==> config.mk <==
export PLATFORM = sky130hd
export DESIGN_NAME = grid_renderer
export DESIGN_NICKNAME = d
export VERILOG_FILES = /design/src/rtl/grid_renderer.sv
export SDC_FILE = /design/constraint.sdc
export NUM_CORES = 1
export LEC_CHECK = 0
export CORE_UTILIZATION = 55
export DETAILED_ROUTE_END_ITERATION = 12
export PLACE_DENSITY = 0.89
export SLEW_MARGIN = 20
export SYNTH_ARGS = -nofsm -noshare
export SYNTH_HDL_FRONTEND = slang
export SYNTH_SLANG_ARGS = --single-unit
==> constraint.sdc <==
create_clock -name clock -period 7.6 [get_ports clock]
set_clock_uncertainty 0.15 [all_clocks]
set_input_delay 1.52 -clock clock [delete_from_list [all_inputs] [get_ports clock]]
set_output_delay 1.52 -clock clock [all_outputs]
set_load 0.01 [all_outputs]
==> src/rtl/grid_renderer.sv <==
// Grid renderer: fetches each grid column word from RAM and plots it to the VGA
// adapter as 14 cells of 8x8 pixels, one pixel per clock.
module grid_renderer #(
  parameter int NUM_ROWS    = 16,
  parameter int RAM_LATENCY = 2
) (
  input  logic        clock,
  input  logic        resetn,
  input  logic        start,
  input  logic [27:0] ram_q,
  output logic [4:0]  ram_addr,
  output logic        busy,
  output logic        done,
  output logic [7:0]  vga_x,
  output logic [6:0]  vga_y,
  output logic [2:0]  vga_colour,
  output logic        vga_plot
);

  localparam int LW = (RAM_LATENCY > 1) ? $clog2(RAM_LATENCY) : 1;
  localparam logic [LW-1:0] LAT_LAST = LW'(RAM_LATENCY - 1);
  localparam logic [4:0]    ROW_LAST = 5'(NUM_ROWS - 1);

  typedef enum logic [1:0] {IDLE, FETCH, DRAW, FINISH} state_t;

  state_t         state_q, state_n;
  logic [4:0]     row_q, row_n;
  logic [LW-1:0]  lat_q, lat_n;
  logic [2:0]     px_q, px_n, py_q, py_n;
  logic [3:0]     j_q, j_n;
  logic [27:0]    shadow_q, shadow_n, word;
  logic [4:0]     addr_n;
  logic           done_n, plot_n;
  logic [7:0]     x_n;
  logic [6:0]     y_n;
  logic [2:0]     colour_n;

  // Cell value to RGB: bit0 of the cell drives red, bit1 drives green.
  function automatic logic [2:0] cell_colour(input logic [1:0] c);
    return {c[0], c[1], 1'b0};
  endfunction

  always_comb begin
    state_n  = state_q;
    row_n    = row_q;
    lat_n    = lat_q;
    px_n     = px_q;
    py_n     = py_q;
    j_n      = j_q;
    shadow_n = shadow_q;
    word     = shadow_q;
    addr_n   = ram_addr;
    done_n   = 1'b0;
    plot_n   = 1'b0;
    x_n      = vga_x;
    y_n      = vga_y;
    colour_n = vga_colour;

    case (state_q)
      IDLE: begin
        if (start) begin
          state_n = FETCH;
          row_n   = '0;
          lat_n   = '0;
          addr_n  = '0;
        end
      end
      FETCH: begin
        if (lat_q == LAT_LAST) begin
          shadow_n = ram_q;
          word     = ram_q;
          state_n  = DRAW;
          px_n     = '0;
          py_n     = '0;
          j_n      = '0;
        end else begin
          lat_n = lat_q + 1'b1;
        end
      end
      DRAW: begin
        if (px_q == 3'd7 && py_q == 3'd7 && j_q == 4'd13) begin
          if (row_q < ROW_LAST) begin
            row_n   = row_q + 5'd1;
            addr_n  = row_q + 5'd1;
            lat_n   = '0;
            state_n = FETCH;
          end else begin
            state_n = FINISH;
            done_n  = 1'b1;
          end
        end else begin
          px_n = px_q + 3'd1;
          if (px_q == 3'd7) begin
            py_n = py_q + 3'd1;
            if (py_q == 3'd7) j_n = j_q + 4'd1;
          end
        end
      end
      FINISH:  state_n = IDLE;
      default: state_n = IDLE;
    endcase

    // Pixel outputs are registered, so they are built from next-cycle counters
    // to line up exactly with the DRAW cycles.
    if (state_n == DRAW) begin
      plot_n   = 1'b1;
      x_n      = {row_n, px_n};
      y_n      = {j_n, py_n};
      colour_n = cell_colour(word[{j_n, 1'b0} +: 2]);
    end
  end

  always_ff @(posedge clock) begin
    if (!resetn) begin
      state_q    <= IDLE;
      row_q      <= '0;
      lat_q      <= '0;
      px_q       <= '0;
      py_q       <= '0;
      j_q        <= '0;
      shadow_q   <= '0;
      ram_addr   <= '0;
      done       <= 1'b0;
      vga_plot   <= 1'b0;
      vga_x      <= '0;
      vga_y      <= '0;
      vga_colour <= '0;
    end else begin
      state_q    <= state_n;
      row_q      <= row_n;
      lat_q      <= lat_n;
      px_q       <= px_n;
      py_q       <= py_n;
      j_q        <= j_n;
      shadow_q   <= shadow_n;
      ram_addr   <= addr_n;
      done       <= done_n;
      vga_plot   <= plot_n;
      vga_x      <= x_n;
      vga_y      <= y_n;
      vga_colour <= colour_n;
    end
  end

  assign busy = (state_q != IDLE);

endmodule

==> metrics <==
H-tree depth 3; Critical Path RT about 7.7 ns; maximum vdd drop 0.1094 mV; Sink Count 70; EDFF count, synth 0; Hold WS 0.3055 ns; CP endpoint kind register; Mapped Avg Cell Area approximately 8.0 sq um; n_diodes 0; drt pass-1 iters 10; Synth Register Bits 70; row count 29; Via density about 6.3; hpwl dp ~6800 um; Cells after DPL approximately 580; IO buf count 55; worst min path class reg -> reg; Final nets 553; critical path peak fanout 21; Place WS 3.782 ns; global route overflow 0; asr flop ratio synth 0%; DIE HEIGHT ~85 um; minimum clock period roughly 3.7 ns; vias in the first global route around 3500; io pins 57; Synth cell types between 60 and 70; TritonCTS buffer count 9; Crit Path Class reg -> reg; share of cells above drive strength 1 under 10%; Initial DRC Count about 380; Initial Util between 50 and 60%; total wire length 10220 um; die area around 7200 sq um; Clk Tree Root Cell clkbuf_8; total power roughly 0.8 mW; CTS tree done; pwr dens roughly 180 nW/um^2; fin cells 592; yosys warns 0; Layout Cell Area excl Fill 4544 sq um; Post-Synthesis Cells 470; worst setup margin a little under 4 ns; clk_lat worst skew 0.36 ns; wire length per cell around 17 um; DRC 1; cts hold-fix bufs 0; fin util a little over two thirds; final setup TNS 0 ns; CP startpoint kind register; worst slew pin tran around 1 ns; top post-synthesis cells by area dfxtp_1 (37%), nand2_1 (7.9%), a21oi_1 (6.8%), mux2i_1 (6.6%), nor2_1 (4.8%); Die Wd 84.82 um; area grow syn2layout 20.46%; register area share after synthesis a little under two fifths; Yosys top cell area share between 30% and 40%; Final setup viols 0; status finished, violations left; Slew headroom 32.98%; largest net degree at the start of global routing 60; area leader, netlist dfxtp_1; Fin. Hold Viols 0; Leakage Power about 1.6 nW; final period utilization between 40% and 50%; gr usage total roughly 30%; failing checks DRC; CTS clk-pin slew, worst paths 0.08 ns; initial antenna violation count 0; Post-DRT Antenna Nets 0; PostCTS Resize Cnt 0; Cell Area, Synth 3772 sq um; Post-CTS Setup Inserts 0; first-pass GRT wire length approximately 17000 um; Vias 3746; Max Slew Vio Count 0; ys flop type dfxtp_1; Placer Congestion between 0.8 and 0.9; RSZ-0062 raised after global routing false; fill count roughly 510; f_max about 0.27 GHz; Clock Path Buffers 2; placed cell area around 4300 sq um; maxcap violations 0; Core Area between 6000 and 7000 sq um; Net Count, Synth between 500 and 600; critical path data arrival time between 3 and 4 ns
-- worst max-delay path: stages (launching register included) --
cell,delay [ns]
dfxtp_1,0.36
inv_1,0.12
ha_1,0.70
inv_1,0.46
a311o_1,0.53
and3_1,0.33
a2111oi_2,0.40
nor4b_1,0.10
nor4_1,0.32
a211oi_1,0.07
-- synthesized netlist by cell type (all sizes together), types with 3 or more instances --
master and n:
a2111oi 4, a211o 3, a211oi 12, a21oi 51, a22o 4, a22oi 5, a31oi 4, a41oi 4
and2 10, and3 6, buf 12, clkbuf 19, dfxtp 70, ha 12, inv 13, mux2i 25
nand2 79, nand3 11, nand4 3, nor2 48, nor3 11, nor4 5, o21ai 19
-- state kept, by name (all words and copies together) (netlist names) --
name	flops
py_q	3
row_q	5
j_q	4
vga_colour	2
vga_y	7
state_q	2
shadow_q	28
lat_q	1
px_q	3
vga_plot	1
done	1
ram_addr	5
vga_x	8
-- metal layers --
metal | share of wire [%] | vias to the layer above | track usage, %
met5 | 0 | - | 0
met2 | 49 | 171 | 49.37
met1 | 42 | 1779 | 36.89
li1 | - | 1763 | -
met4 | 2.0 | 0 | 11.71
met3 | 6.7 | 33 | 7.588
-- area by class of cell --
type | count | area (sq um) | share of cell area (%)
multi-input cells | 356 | 2182 | 48.02
inverters | 13 | 48.80 | 1.074
clock buffers | 9 | 123.9 | 2.726
well taps | 77 | 96.34 | 2.120
repair buffers | 60 | 588.1 | 12.94
flip-flops and latches | 70 | 1401 | 30.84
clock inverters | 7 | 103.9 | 2.285
-- cells in the final DEF (no fill, tap or decap), types with 3 or more instances in the layout --
cell and count:
a21oi_1 50, clkbuf_8 9, a31oi_1 4, and3_1 6, inv_1 12, a211o_1 3, inv_6 3, mux2i_1 25
nor4_1 4, nor3_1 11, ha_1 12, dfxtp_1 70, o21ai_0 17, a211oi_1 10, buf_4 5, nand2_1 79
nand3_1 11, and2_1 9, clkdlybuf4s50_1 55, nor2_1 48, a22o_1 4, a22oi_1 5, a41oi_1 4
-- logic make-up (layout without fill, tap and decap cells) --
family | Yosys count | in the layout | share of synthesized area (%)
other | 1 | 1 | 0.09941
buffers and inverters | 44 | 89 | 5.107
multiplexers | 28 | 28 | 8.325
XOR/XNOR | 3 | 3 | 0.6966
adder cells (fa/ha/maj) | 12 | 12 | 3.980
AND/OR/NAND/NOR | 185 | 185 | 22.42
flip-flops | 70 | 70 | 37.15
AO/OA/AOI/OAI | 127 | 127 | 22.22
-- power by group --
part	total (mW)	internal (mW)	switching, mW
combinational	0.0736	0.0312	0.0424
sequential	0.375	0.371	0.00379
clock	0.350	0.189	0.160
-- path summary, 6_finish.rpt --
kind                                   from             to  slack, ns  depth (start not counted)
worst max-delay path             state_q[0]  vga_colour[2]       3.95                          9
worst min-delay path            shadow_q[4]    shadow_q[4]       0.31                          2
worst max register to register   state_q[0]  vga_colour[2]       3.95                          9
worst min register to register  shadow_q[4]    shadow_q[4]       0.31                          2
No activity file was read; power rests on OpenSTA's default activity.
